File: src/rtl/lc3_control_fsm_pkg.sv
// lc3_pkg: state, opcode and mux encodings plus the control word shared by the LC-3 sequencer.
package lc3_pkg;
  typedef enum logic [3:0] {
    S_FETCH1, S_FETCH2, S_FETCH3, S_DECODE, S_ALU, S_BR, S_BR_TAKE, S_JMP,
    S_LEA, S_ADDR, S_MEM_RD, S_LD_WB, S_ST_MDR, S_MEM_WR, S_HALT
  } state_e;
  localparam logic [3:0] OP_BR  = 4'h0;
  localparam logic [3:0] OP_ADD = 4'h1;
  localparam logic [3:0] OP_LD  = 4'h2;
  localparam logic [3:0] OP_ST  = 4'h3;
  localparam logic [3:0] OP_AND = 4'h5;
  localparam logic [3:0] OP_LDR = 4'h6;
  localparam logic [3:0] OP_STR = 4'h7;
  localparam logic [3:0] OP_NOT = 4'h9;
  localparam logic [3:0] OP_JMP = 4'hC;
  localparam logic [3:0] OP_LEA = 4'hE;
  localparam logic [1:0] PCMUX_INC   = 2'd0;
  localparam logic [1:0] PCMUX_BUS   = 2'd1;
  localparam logic [1:0] PCMUX_ADDER = 2'd2;
  localparam logic [1:0] A2_ZERO     = 2'd0;
  localparam logic [1:0] A2_OFF6     = 2'd1;
  localparam logic [1:0] A2_PCOFF9   = 2'd2;
  localparam logic [1:0] A2_PCOFF11  = 2'd3;
  localparam logic [1:0] ALU_ADD     = 2'd0;
  localparam logic [1:0] ALU_AND     = 2'd1;
  localparam logic [1:0] ALU_NOT     = 2'd2;
  localparam logic [1:0] ALU_PASSA   = 2'd3;
  typedef struct packed {
    logic       ld_mar;
    logic       ld_mdr;
    logic       ld_ir;
    logic       ld_pc;
    logic       ld_reg;
    logic       ld_cc;
    logic       gate_pc;
    logic       gate_mdr;
    logic       gate_alu;
    logic       gate_marmux;
    logic [1:0] pcmux;
    logic       addr1mux;
    logic [1:0] addr2mux;
    logic       sr1mux;
    logic [1:0] aluk;
    logic       mio_en;
    logic       r_w;
    logic       halted;
  } ctrl_t;
  function automatic state_e dispatch(input logic [3:0] op);
    case (op)
      OP_ADD, OP_AND, OP_NOT:        return S_ALU;
      OP_BR:                         return S_BR;
      OP_JMP:                        return S_JMP;
      OP_LEA:                        return S_LEA;
      OP_LD, OP_LDR, OP_ST, OP_STR:  return S_ADDR;
      default:                       return S_HALT;
    endcase
  endfunction
endpackage

File: src/rtl/lc3_control_fsm_if.sv
// lc3_control_fsm_if: instruction/condition inputs and datapath control outputs of the sequencer.
interface lc3_control_fsm_if;
  logic [15:0] ir;
  logic        n, z, p, mem_ready;
  logic        ld_mar, ld_mdr, ld_ir, ld_pc, ld_reg, ld_cc;
  logic        gate_pc, gate_mdr, gate_alu, gate_marmux;
  logic [1:0]  pcmux;
  logic        addr1mux;
  logic [1:0]  addr2mux;
  logic        sr1mux;
  logic [1:0]  aluk;
  logic        mio_en, r_w, ben, halted;
  modport master (
    input  ir, n, z, p, mem_ready,
    output ld_mar, ld_mdr, ld_ir, ld_pc, ld_reg, ld_cc,
           gate_pc, gate_mdr, gate_alu, gate_marmux,
           pcmux, addr1mux, addr2mux, sr1mux, aluk, mio_en, r_w, ben, halted
  );
  modport slave (
    output ir, n, z, p, mem_ready,
    input  ld_mar, ld_mdr, ld_ir, ld_pc, ld_reg, ld_cc,
           gate_pc, gate_mdr, gate_alu, gate_marmux,
           pcmux, addr1mux, addr2mux, sr1mux, aluk, mio_en, r_w, ben, halted
  );
endinterface

File: src/rtl/lc3_control_fsm_decode.sv
// lc3_ctrl_decode: combinational state + opcode to control word.
module lc3_ctrl_decode
  import lc3_pkg::*;
(
  input  state_e     state,
  input  logic [3:0] op,
  output ctrl_t      ctrl
);
  logic base;
  assign base = (op == OP_LDR) || (op == OP_STR);
  always_comb begin
    ctrl = '0;
    case (state)
      S_FETCH1: begin
        ctrl.gate_pc = 1'b1;
        ctrl.ld_mar  = 1'b1;
        ctrl.ld_pc   = 1'b1;
        ctrl.pcmux   = PCMUX_INC;
      end
      S_FETCH2, S_MEM_RD: begin
        ctrl.mio_en = 1'b1;
        ctrl.ld_mdr = 1'b1;
      end
      S_FETCH3: begin
        ctrl.gate_mdr = 1'b1;
        ctrl.ld_ir    = 1'b1;
      end
      S_ALU: begin
        ctrl.gate_alu = 1'b1;
        ctrl.ld_reg   = 1'b1;
        ctrl.ld_cc    = 1'b1;
        ctrl.aluk     = op == OP_AND ? ALU_AND : op == OP_NOT ? ALU_NOT : ALU_ADD;
      end
      S_BR_TAKE: begin
        ctrl.pcmux    = PCMUX_ADDER;
        ctrl.addr2mux = A2_PCOFF9;
        ctrl.ld_pc    = 1'b1;
      end
      S_JMP: begin
        ctrl.pcmux    = PCMUX_ADDER;
        ctrl.addr1mux = 1'b1;
        ctrl.addr2mux = A2_ZERO;
        ctrl.ld_pc    = 1'b1;
      end
      S_LEA: begin
        ctrl.gate_marmux = 1'b1;
        ctrl.addr2mux    = A2_PCOFF9;
        ctrl.ld_reg      = 1'b1;
      end
      S_ADDR: begin
        ctrl.gate_marmux = 1'b1;
        ctrl.ld_mar      = 1'b1;
        ctrl.addr1mux    = base;
        ctrl.addr2mux    = base ? A2_OFF6 : A2_PCOFF9;
      end
      S_LD_WB: begin
        ctrl.gate_mdr = 1'b1;
        ctrl.ld_reg   = 1'b1;
        ctrl.ld_cc    = 1'b1;
      end
      S_ST_MDR: begin
        ctrl.sr1mux   = 1'b1;
        ctrl.aluk     = ALU_PASSA;
        ctrl.gate_alu = 1'b1;
        ctrl.ld_mdr   = 1'b1;
      end
      S_MEM_WR: begin
        ctrl.mio_en = 1'b1;
        ctrl.r_w    = 1'b1;
      end
      S_HALT: ctrl.halted = 1'b1;
      default: ;
    endcase
  end
endmodule

File: src/rtl/lc3_control_fsm.sv
// lc3_control_fsm: LC-3 microsequencer holding state and BEN, driving datapath controls.
module lc3_control_fsm
  import lc3_pkg::*;
(
  input  logic               clk,
  input  logic               reset,
  lc3_control_fsm_if.master  bus
);
  state_e     state_q, state_d;
  logic       ben_q, ben_d;
  logic [3:0] op;
  ctrl_t      ctrl, ctrl_g;
  assign op = bus.ir[15:12];
  always_ff @(posedge clk or negedge reset) begin
    if (!reset) begin
      state_q <= S_FETCH1;
      ben_q   <= 1'b0;
    end else begin
      state_q <= state_d;
      ben_q   <= ben_d;
    end
  end
  always_comb begin
    state_d = state_q;
    ben_d   = ben_q;
    case (state_q)
      S_FETCH1: state_d = S_FETCH2;
      S_FETCH2: state_d = bus.mem_ready ? S_FETCH3 : S_FETCH2;
      S_FETCH3: state_d = S_DECODE;
      S_DECODE: begin
        ben_d   = (bus.ir[11] & bus.n) | (bus.ir[10] & bus.z) | (bus.ir[9] & bus.p);
        state_d = dispatch(op);
      end
      S_BR:     state_d = ben_q ? S_BR_TAKE : S_FETCH1;
      S_ADDR:   state_d = (op == OP_ST || op == OP_STR) ? S_ST_MDR : S_MEM_RD;
      S_MEM_RD: state_d = bus.mem_ready ? S_LD_WB : S_MEM_RD;
      S_ST_MDR: state_d = S_MEM_WR;
      S_MEM_WR: state_d = bus.mem_ready ? S_FETCH1 : S_MEM_WR;
      S_HALT:   state_d = S_HALT;
      default:  state_d = S_FETCH1;
    endcase
  end
  lc3_ctrl_decode u_decode (
    .state (state_q),
    .op    (op),
    .ctrl  (ctrl)
  );
  // controls are forced low combinationally while reset is held, even in FETCH1
  assign ctrl_g          = reset ? ctrl : '0;
  assign bus.ld_mar      = ctrl_g.ld_mar;
  assign bus.ld_mdr      = ctrl_g.ld_mdr;
  assign bus.ld_ir       = ctrl_g.ld_ir;
  assign bus.ld_pc       = ctrl_g.ld_pc;
  assign bus.ld_reg      = ctrl_g.ld_reg;
  assign bus.ld_cc       = ctrl_g.ld_cc;
  assign bus.gate_pc     = ctrl_g.gate_pc;
  assign bus.gate_mdr    = ctrl_g.gate_mdr;
  assign bus.gate_alu    = ctrl_g.gate_alu;
  assign bus.gate_marmux = ctrl_g.gate_marmux;
  assign bus.pcmux       = ctrl_g.pcmux;
  assign bus.addr1mux    = ctrl_g.addr1mux;
  assign bus.addr2mux    = ctrl_g.addr2mux;
  assign bus.sr1mux      = ctrl_g.sr1mux;
  assign bus.aluk        = ctrl_g.aluk;
  assign bus.mio_en      = ctrl_g.mio_en;
  assign bus.r_w         = ctrl_g.r_w;
  assign bus.halted      = ctrl_g.halted;
  assign bus.ben         = reset & ben_q;
endmodule

File: src/flat_wrapper.sv
// flat-port wrapper written by rule: the top's interface ports become plain ports
module lc3_control_fsm_flat import lc3_pkg::*;
  (clk, reset, bus_ir, bus_n, bus_z, bus_p, bus_mem_ready, bus_ld_mar, bus_ld_mdr, bus_ld_ir, bus_ld_pc, bus_ld_reg, bus_ld_cc, bus_gate_pc, bus_gate_mdr, bus_gate_alu, bus_gate_marmux, bus_pcmux, bus_addr1mux, bus_addr2mux, bus_sr1mux, bus_aluk, bus_mio_en, bus_r_w, bus_ben, bus_halted);
  lc3_control_fsm_if bus_i ();
  input  logic clk;
  input  logic reset;
  input wire logic [$bits(bus_i.ir)-1:0] bus_ir;
  input wire logic [$bits(bus_i.n)-1:0] bus_n;
  input wire logic [$bits(bus_i.z)-1:0] bus_z;
  input wire logic [$bits(bus_i.p)-1:0] bus_p;
  input wire logic [$bits(bus_i.mem_ready)-1:0] bus_mem_ready;
  output wire logic [$bits(bus_i.ld_mar)-1:0] bus_ld_mar;
  output wire logic [$bits(bus_i.ld_mdr)-1:0] bus_ld_mdr;
  output wire logic [$bits(bus_i.ld_ir)-1:0] bus_ld_ir;
  output wire logic [$bits(bus_i.ld_pc)-1:0] bus_ld_pc;
  output wire logic [$bits(bus_i.ld_reg)-1:0] bus_ld_reg;
  output wire logic [$bits(bus_i.ld_cc)-1:0] bus_ld_cc;
  output wire logic [$bits(bus_i.gate_pc)-1:0] bus_gate_pc;
  output wire logic [$bits(bus_i.gate_mdr)-1:0] bus_gate_mdr;
  output wire logic [$bits(bus_i.gate_alu)-1:0] bus_gate_alu;
  output wire logic [$bits(bus_i.gate_marmux)-1:0] bus_gate_marmux;
  output wire logic [$bits(bus_i.pcmux)-1:0] bus_pcmux;
  output wire logic [$bits(bus_i.addr1mux)-1:0] bus_addr1mux;
  output wire logic [$bits(bus_i.addr2mux)-1:0] bus_addr2mux;
  output wire logic [$bits(bus_i.sr1mux)-1:0] bus_sr1mux;
  output wire logic [$bits(bus_i.aluk)-1:0] bus_aluk;
  output wire logic [$bits(bus_i.mio_en)-1:0] bus_mio_en;
  output wire logic [$bits(bus_i.r_w)-1:0] bus_r_w;
  output wire logic [$bits(bus_i.ben)-1:0] bus_ben;
  output wire logic [$bits(bus_i.halted)-1:0] bus_halted;
  assign bus_i.ir = bus_ir;
  assign bus_i.n = bus_n;
  assign bus_i.z = bus_z;
  assign bus_i.p = bus_p;
  assign bus_i.mem_ready = bus_mem_ready;
  assign bus_ld_mar = bus_i.ld_mar;
  assign bus_ld_mdr = bus_i.ld_mdr;
  assign bus_ld_ir = bus_i.ld_ir;
  assign bus_ld_pc = bus_i.ld_pc;
  assign bus_ld_reg = bus_i.ld_reg;
  assign bus_ld_cc = bus_i.ld_cc;
  assign bus_gate_pc = bus_i.gate_pc;
  assign bus_gate_mdr = bus_i.gate_mdr;
  assign bus_gate_alu = bus_i.gate_alu;
  assign bus_gate_marmux = bus_i.gate_marmux;
  assign bus_pcmux = bus_i.pcmux;
  assign bus_addr1mux = bus_i.addr1mux;
  assign bus_addr2mux = bus_i.addr2mux;
  assign bus_sr1mux = bus_i.sr1mux;
  assign bus_aluk = bus_i.aluk;
  assign bus_mio_en = bus_i.mio_en;
  assign bus_r_w = bus_i.r_w;
  assign bus_ben = bus_i.ben;
  assign bus_halted = bus_i.halted;
  lc3_control_fsm u_core (.clk(clk), .reset(reset), .bus(bus_i));
endmodule
File: config.mk
export PLATFORM = sky130hd
export DESIGN_NAME = lc3_control_fsm_flat
export DESIGN_NICKNAME = d
export VERILOG_FILES = /design/src/rtl/lc3_control_fsm_pkg.sv /design/src/rtl/lc3_control_fsm_if.sv /design/src/rtl/lc3_control_fsm_decode.sv /design/src/rtl/lc3_control_fsm.sv /design/src/flat_wrapper.sv
export SDC_FILE = /design/constraint.sdc
export NUM_CORES = 1
export LEC_CHECK = 0
export CORE_AREA = 2 2 56 58
export DETAILED_ROUTE_END_ITERATION = 7
export DIE_AREA = 0 0 58 60
export PLACE_DENSITY_LB_ADDON = 0.05
export RECOVER_POWER = 25
export SKIP_LAST_GASP = 1
export SYNTH_ARGS = -nofsm -noshare
export SYNTH_HDL_FRONTEND = slang
export SYNTH_SLANG_ARGS = --single-unit
export TNS_END_PERCENT = 50
File: constraint.sdc
create_clock -name clk -period 3.5 [get_ports clk]
set_input_delay 0.7 -clock clk [delete_from_list [all_inputs] [get_ports clk]]
set_output_delay 0.7 -clock clk [all_outputs]
set_load 0.005 [all_outputs]
# Word level (Yosys, flattened, before mapping)
# Memories as Yosys holds them, arrays and structs flattened.
# Index checks and enable logic that the tools add are counted.
# W data, S select, Z words.
word_totals:
  mem_bits_ro: 64
  input_bits: 22
  mem_count: 1
  regBits: 5
memory_table:
  columns: ["name", "depth", "width", "rd", "rd_clocked_by_memory_dff", "wr", "line_no", "text"]
  rows:
  - ["(name not given)", 16, 4, 1, 0, 0, "lc3_control_fsm_pkg.sv:49", "case (op)"]
op_classes:
  n_reduce_logical: 14
  n_eq_ne: 19
  n_bitwise: 6
  muxes: 28
op_table:
  columns: ["operator", "n"]
  rows:
  - ["$pmux W4 S10", 1]
  - ["$eq A4 B4 Y1 const B", 8]
  - ["$eq A4 B3 Y1 const B", 7]
  - ["$mux W21", 1]
  - ["$mux W1", 15]
  - ["$reduce_or A2 Y1", 7]
  - ["$eq A4 B2 Y1 const B", 3]
  - ["$reduce_or A3 Y1", 4]
  - ["$mux W2", 5]
  - ["$pmux W2 S2", 2]
  - ["$mux W3", 2]
  - ["$and A1 B1 Y1", 4]
  - ["$eq A4 B1 Y1 const B", 1]
  - ["$logic_not A4 Y1", 1]
  - ["$mux W4", 1]
  - ["$logic_or A1 B1 Y1", 2]
  - ["$or A1 B1 Y1", 2]
  - ["$pmux W1 S2", 1]

# Logic depth before layout (Yosys ltp)
logic_depth:
  word_depth: 5
  mapped_depth: 5
  ltp_nobuf: 3

# Modules after synthesis
# A second synthesis with hierarchy kept.
hier_totals:
  cells_unflattened: 118
  area_unflattened_um2: 847.1
by_module_without_submodules:
  columns: ["mod", "seq_area_each_um2", "cells_per_inst", "area_per_inst_um2", "n_inst"]
  rows:
  - ["lc3_control_fsm", 125.1, 75, 541.8, 1]
  - ["lc3_ctrl_decode", 0.0, 43, 305.3, 1]

# Worst setup path before layout
# Ideal clock, no wire load.
synth_path:
  path_kind: "in2out"
  startpoint: "input port bus_ir[15]"
  endpoint: "output port bus_addr1mux"
  cell_stages: 4
  n_path_buf: 1
  setup_slack_ns: 1.371
  t_arrival_ns: 1.429
  path_cell_list: "buf_6 > nand3b_1 > or3_1 > a21oi_2"
synth_between:
  elab_chain_len: 4
synth_rtl:
  columns: ["element", "line_no", "text"]
  rows:
  - ["start: declaration", "flat_wrapper.sv:7", "input wire logic [$bits(bus_i.ir)-1:0] bus_ir;"]
  - ["$eq A4 B3 Y1", "lc3_control_fsm_decode.sv:10", "assign base = (op == OP_LDR) || (op == OP_STR);"]
  - ["$logic_or A1 B1 Y1 *", "lc3_control_fsm_decode.sv:10", null]
  - ["$pmux W1 S2 *", "lc3_control_fsm_decode.sv:13", "case (state)"]
  - ["$mux W21 *", "lc3_control_fsm.sv:49", "assign ctrl_g = reset ? ctrl : '0;"]
  - ["end: declaration", "flat_wrapper.sv:23", "output wire logic [$bits(bus_i.addr1mux)-1:0] bus_addr1mux;"]
# Mark *: on every way between the ends. The rest lies on a longest branch, timed or not.

# Worst setup path after layout
layout_path:
  startpoint: "input port bus_ir[15]"
  endpoint: "output port bus_addr2mux[1]"
layout_between:
  elab_chain_len: 5
layout_rtl:
  columns: ["element", "line_no", "text"]
  rows:
  - ["$eq A4 B3 Y1", "lc3_control_fsm_decode.sv:10", null]
  - ["$logic_or A1 B1 Y1 *", "lc3_control_fsm_decode.sv:10", null]
  - ["$mux W2 *", "lc3_control_fsm_decode.sv:54", "ctrl.addr2mux = base ? A2_OFF6 : A2_PCOFF9;"]
  - ["$pmux W2 S2 *", "lc3_control_fsm_decode.sv:13", null]
  - ["$mux W21 *", "lc3_control_fsm.sv:49", null]
  - ["end: declaration", "flat_wrapper.sv:24", "output wire logic [$bits(bus_i.addr2mux)-1:0] bus_addr2mux;"]
# Marked as above.

==> reports/metrics.cfg <==
[detailed_routing]
first_pass_iters=4
via_per_inst=5.26
drt-initial-drc-count=27
ant_nets=0
post-route-drc-count=0
wirelength_um=2380
routedWlPerCell_um=13.8
num_vias=910

[setup_path]
critical_path_class=input port to output pin
cp_num_buf_inv=2
required_ps=2800
crit_chain=clkdlybuf4s50_1, and2b_1, a311o_1, a21oi_1, clkdlybuf4s50_1
path_delay_family=buffers and inverters
worstSetupStartpointType=input port
cp_max_fo=6
slowest_delay_ps=560
cp_slowest_cell=clkdlybuf4s50_1
cp-end-kind=output pin
crit_arrival_ps=2510
critPathMostFrequentCell=clkdlybuf4s50_1

[yosys]
synth.avg_cell_area_um2=7.35
yosys-top-cells-count=a21oi_1 (9), nor2_1 (9), nand2_1 (7), buf_2 (6), nor3_1 (6)
yosysUniqueCellTypes=41
synthAdderAreaFrac_pct=0
mappedNetlistArea_um2=816
synth_xor_area_share_pct=2.15
synthMuxAreaShare_pct=0
synth-edff-count=0
synth-compound-area-share_pct=25.9
yosysTopAreaCellShare_pct=15.3
synth_seq_cells=5
seq_area_frac_synth_pct=15.3
synth_top_flop_cell=dfrtp_1
yosysWarnings=0
netlist_top_cells_area=dfrtp_1 (15%), a21oi_1 (5.5%), and4bb_1 (4.6%)
synth_top_family_by_area=simple AND/OR/NAND/NOR gates
yosys.area.top_type=dfrtp_1
synthSimpleGateAreaFrac_pct=42.8
ys_async_sr_fraction_pct=100
syn_inst=111
synthesis.nets=133

[floorplanning]
die_area_um2=3480
placementRows=20
core_area_um2=2900
pin_count=44
start_util_pct=28.1
fp.dieH_um=60
die_width_um=58

[clock_tree]
cts_setup_buffers=0
clock_path_buffers=2
clock_latency_ps=240
cts_resized=0
root_buffer=clkbuf_4
clkTransAtPathRegs_ps=40
htree_levels=1
cts_tree=yes
cts.sinks=5
cts_buffers=3
hold_buffers=0

[grt]
grt_pass1_wl_um=3730
overflow=0
antenna_found_initial=0
grt_max_degree=22
grt_pass1_vias=787
grt_use_total_pct=13.9

[layout]
fin_nets=163
register_area_um2=125
fillerInstances=325
syn2layout_area_growth_pct=41.9
n_antenna_cell=0
multi_input_area_um2=582
layout-drive-gt1-share_pct=8.57

[pwr]
p_total_mw=0.676
leakagePower_nw=0.431
ir_drop_mv=0.337
power_density_nw_per_um2=584

[run]
maxCapViolations=0

[sta]
slew_viol_final=0
relSlewSlack_pct=57.0
fin_skew_ps=2.35
finalSetupTns_ps=0
post-route-period-util_pct=91.8
rsz0062_at_grt=false
finalSetupViolCount=0
worstMarginPinSlew_ps=645
post-route-min-period_ps=3210
max_freq_mhz=311
hold_violations=0
worst_slack_ps=286
whs_ps=593

[run_status]
outcome=finished, final reports clean

[min_path]
worstHoldPathType=register to register

[place]
gp_congestion=0.752
pre_cts_slack_ps=292
hpwl_um=1780
io_buffers=33

==> worst min-delay path, cell delays in order (launching register included) <==
cell,delay (ps)
dfrtp_1,380
nor2_1,60
a21oi_1,100
==> cells by family (layout without fill, tap and decap cells) <==
| group | after synthesis | after routing |
|---|---|---|
| other | 1 | 1 |
| AOI/OAI and AO/OA | 31 | 31 |
| xor gates and xnor gates | 2 | 2 |
| and+or+nand+nor | 55 | 55 |
| DFF | 5 | 5 |
| buffers and inverters | 17 | 46 |
==> flip-flops by register name, summed over array words and instances, names as in the netlist <==
| name | cells |
|---|---|
| u_core.state_q | 4 |
| u_core.ben_q | 1 |
==> layout by cell type, fill, tap and decap left out, drive strengths merged, types with 2 or more instances in the layout <==
master / synthesis / final
nor4b: 2 / 2
buf: 13 / 5
clkdlybuf4s50: 0 / 31
dfrtp: 5 / 5
a21oi: 10 / 10
a211o: 2 / 2
nor3: 6 / 6
nand2: 7 / 7
o21ai: 4 / 4
nand2b: 3 / 3
and3: 3 / 3
a211oi: 2 / 2
o21a: 4 / 4
clkbuf: 0 / 4
and2b: 2 / 2
nand3: 5 / 5
nand3b: 4 / 4
and4bb: 3 / 3
dlygate4sd3: 0 / 2
nor2b: 4 / 4
inv: 4 / 4
nor4: 2 / 2
xnor2: 2 / 2
nor2: 9 / 9
==> per-stage QoR <==
stage | utilization, % | std cells | cell area, um2
2_1_floorplan | - | 111 | 816
3_3_place_gp | 39.0 | 169 | 1130
3_5_place_dp | 39.0 | 169 | 1130
4_1_cts | 39.9 | 173 | 1160
5_1_grt | 39.9 | 173 | 1160
6_report | 39.9 | 173 | 1160
==> power breakdown <==
| group | total, mW | switching (mW) | internal [mW] |
|---|---|---|---|
| logic | 0.428 | 0.191 | 0.236 |
| registers | 0.184 | 0.100 | 0.0839 |
| clock network | 0.0646 | 0.0216 | 0.0430 |
| total | 0.676 | 0.313 | 0.363 |
==> routing by layer <==
layer / part of all wire (%) / vias up / track usage [%] / wire, um
li1: - / 460 / - / -
met1: 47 / 416 / 19.1 / 1130
met2: 44 / 32 / 22.1 / 1050
met3: 7.7 / 2 / 1.73 / 183
met4: 0.59 / 0 / 5.32 / 14
met5: 0 / - / 0 / 0
==> worst paths after layout <==
path	cells past startpoint	slack (ps)	start	endpoint
min	2	590	u_core.ben_q$_DFFE_PN0P_	u_core.ben_q$_DFFE_PN0P_
max reg2reg	3	1820	u_core.state_q[3]$_DFF_PN0_	u_core.state_q[1]$_DFF_PN0_
max	5	290	bus_ir[15]	bus_addr2mux[1]
min in group asynchronous	2	890	reset	u_core.state_q[2]$_DFF_PN0_
min reg2reg	2	590	u_core.ben_q$_DFFE_PN0P_	u_core.ben_q$_DFFE_PN0P_
max in group asynchronous	2	2470	reset	u_core.ben_q$_DFFE_PN0P_
==> area by class of cell <==
cell class              instances  share of cell area [%]
clock buffers                   4                    2.27
inverters                       4                    1.30
well taps                      33                    3.57
multi-input cells              89                    50.3
flip-flops and latches          5                    10.8
repair buffers                 38                    31.8
Note: power is estimated with default switching activity, not from simulation.
